--- src/rtl/ysyx_040750_radix2_mul.sv ---
// Radix-2 sequential 64x64 multiplier (signed/unsigned per operand); 64 BUSY cycles, or fewer with
// YSYX_040750_MUL_EARLY_TERM_EN defined. mul_ready is high only in IDLE; mul_flush and rst abandon any operation.
module ysyx_040750_radix2_mul (
    input  logic        clk,
    input  logic        rst,
    input  logic [63:0] multiplicand,
    input  logic [63:0] multiplier,
    input  logic [1:0]  mul_signed,
    input  logic        mul_valid,
    input  logic        mul_flush,
    output logic        mul_ready,
    output logic        out_valid,
    output logic [63:0] result_hi,
    output logic [63:0] result_lo
);

    typedef enum logic [1:0] {IDLE, BUSY, DONE} state_t;

    state_t         state;
    state_t         state_nxt;
    logic [127:0]   acc;
    logic [127:0]   a_sh;
    logic [63:0]    b_sh;
    logic           neg;
    logic           accept;
    logic           last;
    logic           a_neg_in;
    logic           b_neg_in;
    logic [63:0]    a_mag;
    logic [63:0]    b_mag;
    logic [127:0]   acc_add;
    logic [127:0]   res_nxt;

    assign a_neg_in  = multiplicand[63] & mul_signed[1];
    assign b_neg_in  = multiplier[63] & mul_signed[0];
    // 0x8000...0 negates to itself, which read as unsigned is the magnitude 2^63
    assign a_mag     = a_neg_in ? (~multiplicand + 64'd1) : multiplicand;
    assign b_mag     = b_neg_in ? (~multiplier + 64'd1) : multiplier;
    assign acc_add   = b_sh[0] ? (acc + a_sh) : acc;
    assign res_nxt   = neg ? (~acc_add + 128'd1) : acc_add;

    assign accept    = mul_valid & (state == IDLE) & ~mul_flush;
    assign mul_ready = (state == IDLE);
    assign out_valid = (state == DONE) & ~mul_flush & ~rst;

`ifdef YSYX_040750_MUL_EARLY_TERM_EN
    // Stop once no set bits remain in the multiplier after this cycle's shift
    assign last = (b_sh[63:1] == 63'd0);
`else
    logic [5:0] cnt;

    assign last = (cnt == 6'd63);

    always_ff @(posedge clk) begin
        if (rst || accept) begin
            cnt <= 6'd0;
        end else if (state == BUSY) begin
            cnt <= cnt + 6'd1;
        end
    end
`endif

    always_comb begin
        state_nxt = state;
        case (state)
            IDLE: if (accept) state_nxt = BUSY;
            BUSY: begin
                if (mul_flush) begin
                    state_nxt = IDLE;
                end else if (last) begin
                    state_nxt = DONE;
                end
            end
            DONE:    state_nxt = IDLE;
            default: state_nxt = IDLE;
        endcase
    end

    always_ff @(posedge clk) begin
        if (rst) begin
            state     <= IDLE;
            acc       <= 128'd0;
            a_sh      <= 128'd0;
            b_sh      <= 64'd0;
            neg       <= 1'b0;
            result_hi <= 64'd0;
            result_lo <= 64'd0;
        end else begin
            state <= state_nxt;
            if (accept) begin
                acc  <= 128'd0;
                a_sh <= {64'd0, a_mag};
                b_sh <= b_mag;
                neg  <= a_neg_in ^ b_neg_in;
            end else if (state == BUSY) begin
                acc  <= acc_add;
                a_sh <= a_sh << 1;
                b_sh <= b_sh >> 1;
                // Results only move on DONE entry so they stay stable until the next product
                if (state_nxt == DONE) begin
                    {result_hi, result_lo} <= res_nxt;
                end
            end
        end
    end

endmodule

--- config.mk ---
export PLATFORM = sky130hd
export DESIGN_NAME = ysyx_040750_radix2_mul
export DESIGN_NICKNAME = d
export VERILOG_FILES = /design/src/rtl/ysyx_040750_radix2_mul.sv
export SDC_FILE = /design/constraint.sdc
export NUM_CORES = 2
export LEC_CHECK = 0
export ABC_AREA = 0
export ABC_CLOCK_PERIOD_IN_PS = 7150
export CAP_MARGIN = 30
export CORE_AREA = 4 4 328 330
export DETAILED_ROUTE_END_ITERATION = 8
export DIE_AREA = 0 0 332 334
export GPL_TIMING_DRIVEN = 1
export REMOVE_ABC_BUFFERS = 1
export SYNTH_ARGS = -nofsm -noshare
export SYNTH_HDL_FRONTEND = slang
export SYNTH_SLANG_ARGS = --single-unit
--- constraint.sdc ---
create_clock -name clk -period 7.15 [get_ports clk]
set_input_delay 1.43 -clock clk [delete_from_list [all_inputs] [get_ports clk]]
set_output_delay 1.43 -clock clk [all_outputs]
set_load 0.01 [all_outputs]
==> qor.json <==
{
  "finalMaxSlewViolations": {"value": 0},
  "cts_hold_repair.buffers": {"value": 0},
  "hold_viol_final": {"value": 0},
  "cts-buffers-inserted": {"value": 57},
  "cts.sinks": {"value": 457},
  "synth-async-reset-ratio": {"value": 0},
  "worstSetupStartpointType": {"value": "flop"},
  "timing.slew.headroom": {"value": 0.1904},
  "grt_overflow": {"value": 0},
  "grt_start_max_net_pins": {"value": 180},
  "critPathMaxFanout": {"value": 10},
  "cts.htree.levels": {"value": 2},
  "syn-cell-area": {"value": 0.03631, "unit": "mm²"},
  "yosys_register_bits": {"value": 457},
  "total_leakage_power": {"value": 14.40, "unit": "nW"},
  "synth_enable_flop_cells": {"value": 0},
  "drt-initial-drc-count": {"value": 4272},
  "synth.distinct_cells": {"value": 121},
  "postCtsSetupRepairBufs": {"value": 0},
  "areaGrowthSynthToFinish": {"value": 15.98, "unit": "%"},
  "via_count": {"value": 40200},
  "min-delay-path-class": {"value": "reg -> reg"},
  "clockPowerShare": {"value": 0.437},
  "comb_power_share": {"value": 0.197},
  "nets": {"value": 5465},
  "fmaxAchievable": {"value": 147.9, "unit": "MHz"},
  "internal_power": {"value": 0.005140, "unit": "W"},
  "critPathKind": {"value": "reg -> reg"},
  "status": {"value": "complete, no violations"},
  "maxCapViolCount": {"value": 0},
  "final_design_area_no_fill": {"value": 0.04212, "unit": "mm²"},
  "postSynthCellCount": {"value": 5143},
  "resized_cells_post_cts": {"value": 0},
  "post-route-min-period": {"value": 6.760, "unit": "ns"},
  "drt-vias-per-instance": {"value": 6.055},
  "grt.total_usage": {"value": 0.2602},
  "cts.path.max_buffers": {"value": 3},
  "detail_route.wl_per_cell": {"value": 23.02, "unit": "µm"},
  "finalClockSkew": {"value": 0.04643, "unit": "ns"},
  "worst_pin_slew": {"value": 1.207, "unit": "ns"},
  "ys.warnings.count": {"value": 0},
  "final_critical_path_setup_slack": {"value": 0.3896, "unit": "ns"},
  "power_density": {"value": 177.1, "unit": "mW/mm²"},
  "via_count_of_the_first_global_routing_pass": {"value": 36800},
  "post_dp_cell_area": {"value": 0.04002, "unit": "mm²"},
  "floorplan.die_area": {"value": 0.1109, "unit": "mm²"},
  "syn_area_per_cell": {"value": 7.061, "unit": "µm²"},
  "cts.reportedPaths.clkPinSlew": {"value": 0.06, "unit": "ns"},
  "cts_tree": {"value": "yes"},
  "core_area": {"value": 0.1048, "unit": "mm²"},
  "cp_data_arrival_time": {"value": 7.32, "unit": "ns"},
  "gpl.final_weighted_congestion": {"value": 1.044},
  "synth_sequential_area_ratio": {"value": 0.2519},
  "remaining_drc_errors": {"value": 0},
  "layout_cells_sized_above_1": {"value": 0.06157},
  "main_synth_ff_type": {"value": "sky130_fd_sc_hd__dfxtp_1"},
  "p_sw": {"value": 0.002320, "unit": "W"},
  "postRouteWirelength": {"value": 152800, "unit": "µm"},
  "power_frac_seq": {"value": 0.366},
  "route.antenna.remaining_nets": {"value": 0},
  "grt_first_pass_wirelength": {"value": 228600, "unit": "µm"},
  "required": {"value": 7.71, "unit": "ns"},
  "post-route-util": {"value": 0.4018},
  "placementRows": {"value": 119},
  "setup_violations": {"value": 0},
  "number_of_antenna_violations_at_the_first_check_in_global_routing": {"value": 3},
  "place_worst_setup_slack": {"value": 0.8565, "unit": "ns"},
  "drt-pass1-iter-count": {"value": 7},
  "dp.final_hpwl": {"value": 117000, "unit": "µm"},
  "irDropWorstVdd": {"value": 0.1783, "unit": "mV"},
  "io_buffer_count": {"value": 263},
  "initial_core_util": {"value": 0.3464},
  "boundaryPins": {"value": 264},
  "clock-root-buffer": {"value": "sky130_fd_sc_hd__clkbuf_16"},
  "finalCritPeriodShare": {"value": 0.9455},
  "die-width": {"value": 332, "unit": "µm"},
  "switching_share": {"value": 0.3110},
  "timing.critical_path.to_type": {"value": "flop"},
  "holdWs": {"value": 0.4427, "unit": "ns"},
  "clock_latency": {"value": 0.68, "unit": "ns"},
  "grt_setup_unrepaired": {"value": "false"},
  "die_y": {"value": 334, "unit": "µm"}
}
cell usage after synthesis, types with 31 or more instances:
cell type	instances	area (µm²)
sky130_fd_sc_hd__and3_1	46	287.8
sky130_fd_sc_hd__or3_1	54	337.8
sky130_fd_sc_hd__o21ai_0	272	1361
sky130_fd_sc_hd__o211ai_1	46	345.3
sky130_fd_sc_hd__a21oi_1	465	2327
sky130_fd_sc_hd__a21o_1	48	360.4
sky130_fd_sc_hd__o21ai_1	40	200.2
sky130_fd_sc_hd__a211oi_1	123	923.4
sky130_fd_sc_hd__nand3_1	95	475.5
sky130_fd_sc_hd__mux2i_1	31	310.3
sky130_fd_sc_hd__nand2_1	889	3337
sky130_fd_sc_hd__nand2b_1	39	244.0
sky130_fd_sc_hd__nor3_1	141	705.7
sky130_fd_sc_hd__clkbuf_1	254	953.4
sky130_fd_sc_hd__xor2_1	115	1007
sky130_fd_sc_hd__o21a_1	32	240.2
sky130_fd_sc_hd__nand4_1	135	844.6
sky130_fd_sc_hd__nor2_1	602	2260
sky130_fd_sc_hd__a31oi_1	51	319.1
sky130_fd_sc_hd__a311oi_1	130	1139
sky130_fd_sc_hd__dfxtp_1	457	9149
sky130_fd_sc_hd__buf_2	68	340.3
sky130_fd_sc_hd__inv_1	66	247.7
sky130_fd_sc_hd__ha_1	131	1639
sky130_fd_sc_hd__xnor2_1	155	1358
sky130_fd_sc_hd__o31ai_1	73	548.0
sky130_fd_sc_hd__nor4_1	47	294.0
state kept, by name, summed over array words and instances, names as in the netlist:
| signal | cells |
|---|---|
| b_sh | 64 |
| a_sh | 128 |
| cnt | 6 |
| neg | 1 |
| result_hi | 64 |
| result_lo | 64 |
| state | 2 |
| acc | 128 |
path summary, 6_finish.rpt:
check / startpoint / endpoint / slack, ns / cells past startpoint
worst max-delay path: acc[40] / result_hi[63] / 0.39 / 17
worst min-delay path: b_sh[8] / b_sh[7] / 0.44 / 2
worst max register to register: acc[40] / result_hi[63] / 0.39 / 17
worst min register to register: b_sh[8] / b_sh[7] / 0.44 / 2
cell usage in the layout, fill, tap and decap left out, drive strengths merged, types with 52 or more instances in the layout:
cell type      netlist  routed
o31ai               76      76
clkdlybuf4s50        0     262
ha                 131     131
inv                 69      72
a311oi             131     131
nor3               143     143
xnor2              155     155
a31oi               53      53
a21oi              474     474
nor2               604     604
nand3               96      96
xor2               115     115
buf                107      95
nor4                52      52
nand4              139     139
o21ai              316     316
dfxtp              457     457
a211oi             129     129
clkbuf             254      78
nand2              889     889
or3                 55      55
through the flow:
step                      total power, W   TNS, ns  cells
after detailed placement        0.004223         0   6531
after global placement          0.004206         0   6526
after CTS                       0.007500         0   6637
after global routing            0.007754         0   6638
final                           0.007460         0   6639
after floorplan                 0.003719  -2612.11   4782
routing by layer:
layer / part of all wire / global-route usage / vias to the layer above
li1: - / - / 19000
met1: 0.43 / 0.3565 / 18930
met2: 0.43 / 0.4049 / 1918
met3: 0.091 / 0.05030 / 348
met4: 0.044 / 0.09921 / 4
met5: 0.00017 / 0 / -
cell type report:
cell class	instances	area, µm²
flip-flops and latches	457	9156
diodes	2	5.005
fillers	11050	62700
clock buffers	77	1654
clock inverters	29	439.2
well taps	1391	1740
inverters	69	261.5
repair buffers	358	3406
multi-input cells	4256	25450
kinds of logic (layout without fill, tap and decap cells):
logic type	after synthesis	after routing	synth area share
AO/OA/AOI/OAI	1578	1578	0.2915
XOR/XNOR	270	270	0.06512
adder cells (fa/ha/maj)	132	132	0.04569
buffers and inverters	430	533	0.04855
flip-flops	457	457	0.2519
multiplexers	42	42	0.01196
other	0	2	0
AND/OR/NAND/NOR	2234	2234	0.2853
power groups by stage:
stage                     registers [W]  logic [W]  clock network (W)
final                           0.00273    0.00147            0.00326
after floorplan                 0.00276   0.000957                  0
after detailed placement        0.00278    0.00144                  0
after global placement          0.00278    0.00142                  0
after CTS                       0.00273    0.00145            0.00333
after global routing            0.00274    0.00159            0.00342
critical path: stages (launching register included):
cell and delay, ns:
sky130_fd_sc_hd__dfxtp_1 0.35, sky130_fd_sc_hd__ha_1 0.45, sky130_fd_sc_hd__a21oi_2 0.25, sky130_fd_sc_hd__o21ai_1 0.26, sky130_fd_sc_hd__a221oi_2 0.60, sky130_fd_sc_hd__nand2_1 0.15, sky130_fd_sc_hd__a211oi_1 1.01, sky130_fd_sc_hd__o211ai_1 0.49
sky130_fd_sc_hd__and3b_1 0.32, sky130_fd_sc_hd__a2111oi_0 0.76, sky130_fd_sc_hd__buf_4 0.24, sky130_fd_sc_hd__o2111ai_1 0.16, sky130_fd_sc_hd__nand4bb_1 0.25, sky130_fd_sc_hd__buf_4 0.18, sky130_fd_sc_hd__or4_1 0.56, sky130_fd_sc_hd__o41ai_2 0.28
sky130_fd_sc_hd__xnor2_1 0.12, sky130_fd_sc_hd__a22o_1 0.21
Note: power is estimated with default switching activity, not from simulation.
